### src/rtl/status_unit.sv
// NZCV status register with ARM-style condition evaluation for the ID stage.
// Optional macro STATUS_BYPASS_EN forwards this cycle's new flags to Cond_Pass.
module status_unit #(
  parameter int WIDTH = 32
) (
  input  logic             clk,
  input  logic             rst_n,
  input  logic [WIDTH-1:0] Val1,
  input  logic [WIDTH-1:0] Val2,
  input  logic [3:0]       EXE_CMD,
  input  logic [WIDTH-1:0] ALU_Res,
  input  logic             S,
  input  logic             valid,
  input  logic             freeze,
  input  logic [3:0]       Cond,
  output logic [3:0]       Status,
  output logic             Cond_Pass
);

  localparam logic [3:0] CMD_AND = 4'b0000;
  localparam logic [3:0] CMD_OR  = 4'b0001;
  localparam logic [3:0] CMD_ADD = 4'b0010;
  localparam logic [3:0] CMD_SUB = 4'b0011;
  localparam logic [3:0] CMD_XOR = 4'b0100;
  localparam logic [3:0] CMD_MOV = 4'b0101;
  localparam logic [3:0] CMD_CMP = 4'b0110;

  logic             upd;
  logic             a_msb;
  logic             b_msb;
  logic             res_n;
  logic             res_z;
  logic             add_c;
  logic             a_ge_b;
  logic [WIDTH-1:0] diff;
  logic [3:0]       next_flags;
  logic [3:0]       eff_flags;
  logic             fn, fz, fc, fv;

  // Commands above CMP are not flag-setting ALU ops and never touch Status.
  assign upd    = valid & S & ~freeze & (EXE_CMD <= CMD_CMP);
  assign a_msb  = Val1[WIDTH-1];
  assign b_msb  = Val2[WIDTH-1];
  assign res_n  = ALU_Res[WIDTH-1];
  assign res_z  = ~|ALU_Res;
  assign add_c  = ({1'b0, Val1} + {1'b0, Val2}) > {1'b0, {WIDTH{1'b1}}};
  assign a_ge_b = Val1 >= Val2;
  // CMP delivers a 0/1 result on ALU_Res, so its flags come from a private subtract.
  assign diff   = Val1 - Val2;

  always_comb begin
    next_flags = Status;
    case (EXE_CMD)
      CMD_AND, CMD_OR, CMD_XOR, CMD_MOV:
        next_flags = {res_n, res_z, Status[1:0]};
      CMD_ADD:
        next_flags = {res_n, res_z, add_c, (a_msb == b_msb) & (res_n != a_msb)};
      CMD_SUB:
        next_flags = {res_n, res_z, a_ge_b, (a_msb != b_msb) & (res_n != a_msb)};
      CMD_CMP:
        next_flags = {diff[WIDTH-1], ~|diff, a_ge_b,
                      (a_msb != b_msb) & (diff[WIDTH-1] != a_msb)};
      default:
        next_flags = Status;
    endcase
  end

  always_ff @(posedge clk) begin
    if (!rst_n) begin
      Status <= 4'b0000;
    end else if (upd) begin
      Status <= next_flags;
    end
  end

`ifdef STATUS_BYPASS_EN
  assign eff_flags = upd ? next_flags : Status;
`else
  assign eff_flags = Status;
`endif

  assign {fn, fz, fc, fv} = eff_flags;

  always_comb begin
    Cond_Pass = 1'b0;
    case (Cond)
      4'b0000: Cond_Pass = fz;
      4'b0001: Cond_Pass = ~fz;
      4'b0010: Cond_Pass = fc;
      4'b0011: Cond_Pass = ~fc;
      4'b0100: Cond_Pass = fn;
      4'b0101: Cond_Pass = ~fn;
      4'b0110: Cond_Pass = fv;
      4'b0111: Cond_Pass = ~fv;
      4'b1000: Cond_Pass = fc & ~fz;
      4'b1001: Cond_Pass = ~fc | fz;
      4'b1010: Cond_Pass = (fn == fv);
      4'b1011: Cond_Pass = (fn != fv);
      4'b1100: Cond_Pass = ~fz & (fn == fv);
      4'b1101: Cond_Pass = fz | (fn != fv);
      4'b1110: Cond_Pass = 1'b1;
      default: Cond_Pass = 1'b0;
    endcase
  end

endmodule

### config.mk
export PLATFORM = sky130hd
export DESIGN_NAME = status_unit
export DESIGN_NICKNAME = d
export VERILOG_FILES = /design/src/rtl/status_unit.sv
export SDC_FILE = /design/constraint.sdc
export NUM_CORES = 1
export LEC_CHECK = 0
export CAP_MARGIN = 20
export CORE_ASPECT_RATIO = 1.4
export CORE_MARGIN = 5
export CORE_UTILIZATION = 40
export CTS_CLUSTER_SIZE = 20
export DETAILED_ROUTE_END_ITERATION = 6
export GPL_ROUTABILITY_DRIVEN = 1
export HOLD_SLACK_MARGIN = 0.03
export PLACE_DENSITY = 0.84
export RECOVER_POWER = 50
export SYNTH_ARGS = -nofsm -noshare
export SYNTH_HDL_FRONTEND = slang
export SYNTH_SLANG_ARGS = --single-unit
### constraint.sdc
create_clock -name clk -period 3 [get_ports clk]
set_input_delay 0.6 -clock clk [delete_from_list [all_inputs] [get_ports clk]]
set_output_delay 0.6 -clock clk [all_outputs]
set_load 0.005 [all_outputs]
==> PnR_summary.wiki <==
{| class="wikitable"
! Metric !! Value
|-
| Antenna violations before repair || 0
|-
| Final routed wire length divided by cell count || approximately 18 µm
|-
| Cell internal pwr || 0.857 mW
|-
| Net count of the mapped netlist || 736
|-
| Area of the placeable core || 0.00935 mm²
|-
| Full die area || 0.0115 mm²
|-
| Routed vias/inst || 5.91
|-
| Number of global-route vias before repair || 5513
|-
| DRC violations left || 0
|-
| Logic gate share of total power || 81.8%
|-
| Global-route wire length before repair || 26.0 mm
|-
| GR Overflow Total || 0
|-
| TritonCTS clock tree || done
|-
| Total standard cell area after synthesis || 0.00376 mm²
|-
| Number of buffers added on ports || approximately 110
|-
| Die span in y || about 120 µm
|-
| Power dissipated by switching net loads || about 0.66 mW
|-
| Number of placement rows || 42
|-
| Final setup violation count || 0
|-
| Origin of the worst setup path || Val1[14]
|-
| Reg-to-reg critical path endpoint || Status[2]
|-
| Filler Cells Inserted || 757
|-
| Number of nets in the final layout || a little under 1000
|-
| WL final || 17.0 mm
|-
| Max-slew violation total from the final report || 0
|-
| Top cell types by occurrence after synthesis || ha_1, inv_1, nand2_1
|-
| Number of maximum-capacitance constraint violations || 0
|-
| Total power density per cell area || 225 mW/mm²
|-
| Fin util || a little under three quarters
|-
| Worst slew margin || 43.9%
|-
| Share of flip-flops with an asynchronous set or reset after synthesis || 0%
|-
| Post-route setup slack || 0.00275 ns
|-
| Largest area contributor in the synthesized netlist || ha_1
|-
| Maximum clock frequency || 334 MHz
|-
| Number of cells on the worst reg-to-reg path || 8
|-
| Leakage power || 3.07 nW
|-
| Synth top area cells || ha_1, a21oi_1, inv_1, nand2_1, o21ai_0
|-
| Unique masters post-synth || just over 70
|-
| Register area share after synthesis || 2.13%
|-
| Area growth syn-to-layout || 78.6%
|-
| Reg2reg setup slack || about 1.1 ns
|-
| Clock power frac || around 14%
|-
| Routability Congestion || 1.06
|-
| Number of buffers inserted during clock tree synthesis || 3
|-
| Registers with the most flip-flops || Status: 4 flops
|-
| Largest register FFs || 4
|-
| Tmin final || 3.00 ns
|-
| Sinks on Clock Net || 4
|-
| Flop and latch count out of synthesis || 4
|-
| Initial core utilization || 40.2%
|-
| Worst slack after detailed placement || -0.702 ns
|-
| Clock slew at reported path FFs || 0.03 ns
|-
| Post-synth EDFFs || 0
|-
| Number of buffers inserted by hold repair at cts || 0
|-
| Count of synthesis-stage warnings from yosys || 0
|-
| Setup Crit Path Kind || in2reg
|-
| Synthesized instance count || 563
|-
| Overall via count from detail_route || 5470
|-
| Required time reported for the critical path endpoint || 3.17 ns
|-
| Horizontal die dimension || 92.0 µm
|-
| Class of the tightest hold or removal check || reg2reg
|-
| Initial DRT Pass Iterations || 5
|-
| Largest net degree at the start of global routing || 12
|-
| Average footprint of a synthesized cell || about 6.7 µm²
|-
| Count of endpoints failing hold in the final timing report || 0
|-
| Worst Setup EP || Status[2]
|-
| Count of pins on the block boundary || 114
|-
| Clock insertion delay at the later pin of the skew report || about 0.23 ns
|-
| Clock Path Buffers || 2
|-
| Status || complete, no violations
|-
| Most used flip-flop cell after synthesis || dfxtp_1
|-
| Share of power burned in registers || 3.8%
|-
| RSZ-0062 raised after global routing || yes
|-
| Remaining number of nets flagged by the antenna check after routing || 0
|-
| Clock tree root driver cell || clkbuf_16
|-
| Number of antenna diodes || 0
|-
| Startpoint types || primary input
|-
| Setup TNS Final || 0 ns
|-
| Proportion of total power due to net switching || 43.4%
|-
| Arrival time worst endpoint || 3.17 ns
|-
| Half-perimeter wire length after placement || 13.4 mm
|-
| FF-to-FF Start || Status[2]
|-
| Most frequent cell after synthesis || ha_1
|-
| Register bank with the most flops || Status
|-
| Drt first-iter violations || 260
|-
| Type of destination of the critical path || register
|-
| Peak fanout along the critical path || 4
|-
| Number of H-tree levels || 1
|-
| Setup skew after layout || 0 ns
|-
| Final clock period utilization by the worst path || about 100%
|-
| Layout cell share with drive strength beyond 1 || 35.8%
|-
| Worst voltage drop across the vdd grid || 0.149 mV
|-
| Overall routing resource usage || between 20% and 30%
|-
| Worst Tran Pin Value || 0.830 ns
|-
| Post-synth top area share || 21.0%
|}
area by class of cell:
type                    count  area, µm²  area share, %
inverters                  59        224           3.33
well taps                 110        138           2.05
clock buffers               3       75.1           1.12
repair buffers            279       2320           34.6
multi-input cells         471       3880           57.8
flip-flops and latches      4       80.1           1.19
metrics by stage:
stage                     cell area [µm²]  std cells  hold WS, ns  power [mW]
after floorplan                      3760        563        0.593       0.566
after CTS                            6540        918        0.656        1.43
after detailed placement             5920        897        0.640        1.09
after global routing                 6720        926        0.701        1.60
after global placement               5920        897        0.641        1.07
final                                6720        926        0.655        1.51
layout by cell type (no fill, tap or decap), types with 4 or more instances in the layout:
master | netlist | layout
dlymetal6s2s_1 | 0 | 10
a211oi_1 | 5 | 5
nor3_1 | 17 | 15
o211ai_1 | 13 | 13
a22oi_1 | 4 | 4
inv_2 | 0 | 18
dlygate4sd2_1 | 0 | 13
nand2b_1 | 11 | 11
buf_4 | 1 | 160
a21o_1 | 8 | 8
nand4_1 | 18 | 18
nor2b_1 | 5 | 4
ha_4 | 0 | 23
nor2_1 | 39 | 38
ha_1 | 63 | 38
xnor2_1 | 7 | 7
o21ai_1 | 0 | 4
o31ai_1 | 8 | 7
a21oi_4 | 0 | 4
o21bai_1 | 6 | 5
o21a_1 | 11 | 11
clkbuf_2 | 1 | 17
clkdlybuf4s15_1 | 0 | 7
and3_1 | 5 | 5
nand2_1 | 51 | 46
nand2_2 | 0 | 4
a21oi_1 | 49 | 40
and2_1 | 6 | 5
a21oi_2 | 1 | 6
or3_1 | 6 | 5
clkdlybuf4s50_1 | 0 | 60
o21ai_2 | 1 | 4
o21ai_0 | 31 | 24
a31oi_1 | 8 | 7
dfxtp_1 | 4 | 4
inv_1 | 59 | 40
buf_6 | 2 | 9
nand3_1 | 16 | 15
nor4_1 | 16 | 15
how the worst min path moves through the flow:
stage | start | to | cells past startpoint
2_1_floorplan | Status[2] | Status[2] | 2
3_3_place_gp | Status[2] | Status[2] | 2
3_5_place_dp | Status[2] | Status[2] | 2
4_1_cts | Status[2] | Status[2] | 2
5_1_grt | Status[2] | Status[2] | 2
6_report | Status[2] | Status[2] | 2
power by group through the flow:
stage	Combinational (mW)	Clock (mW)	Sequential, mW
floorplan	0.510	0	0.0562
global route	1.32	0.223	0.0571
detailed placement	1.03	0	0.0576
CTS	1.16	0.219	0.0568
finish	1.24	0.218	0.0570
global placement	1.01	0	0.0573
worst max-delay path, cell delays in order:
cell	delay, ns
clkdlybuf4s15_1	0.23
ha_4	0.26
a21o_2	0.20
o21bai_4	0.19
buf_4	0.15
o311a_1	0.39
or3_4	0.41
a2111oi_4	0.33
o2111a_1	0.24
nand4_1	0.10
o21ai_2	0.07
kinds of logic (layout without fill, tap and decap cells):
kind of cell,count (synthesis),after routing,synth area share (%)
AOI/OAI and AO/OA,189,189,34.8
xor gates and xnor gates,10,10,2.33
adders and majority gates,64,64,21.5
buffers and inverters,88,341,10.1
DFF,4,4,2.13
muxes,4,4,1.06
and+or+nand+nor,204,204,28.1
routing by layer:
layer	up-vias	track usage (%)	part of all wire [%]
li1	2579	-	-
met1	2541	26.1	33
met2	271	54.8	54
met3	79	3.56	6.3
met4	0	14.8	6.3
met5	-	0	0
repair_timing:
action,4_1_cts,5_1_grt
endpoints found under the setup margin,5,4
setup buffers,19,9
pin swaps,40,44
endpoints found under the hold margin,0,0
resized for setup,145,79
Power figures use the tool's default switching activity.
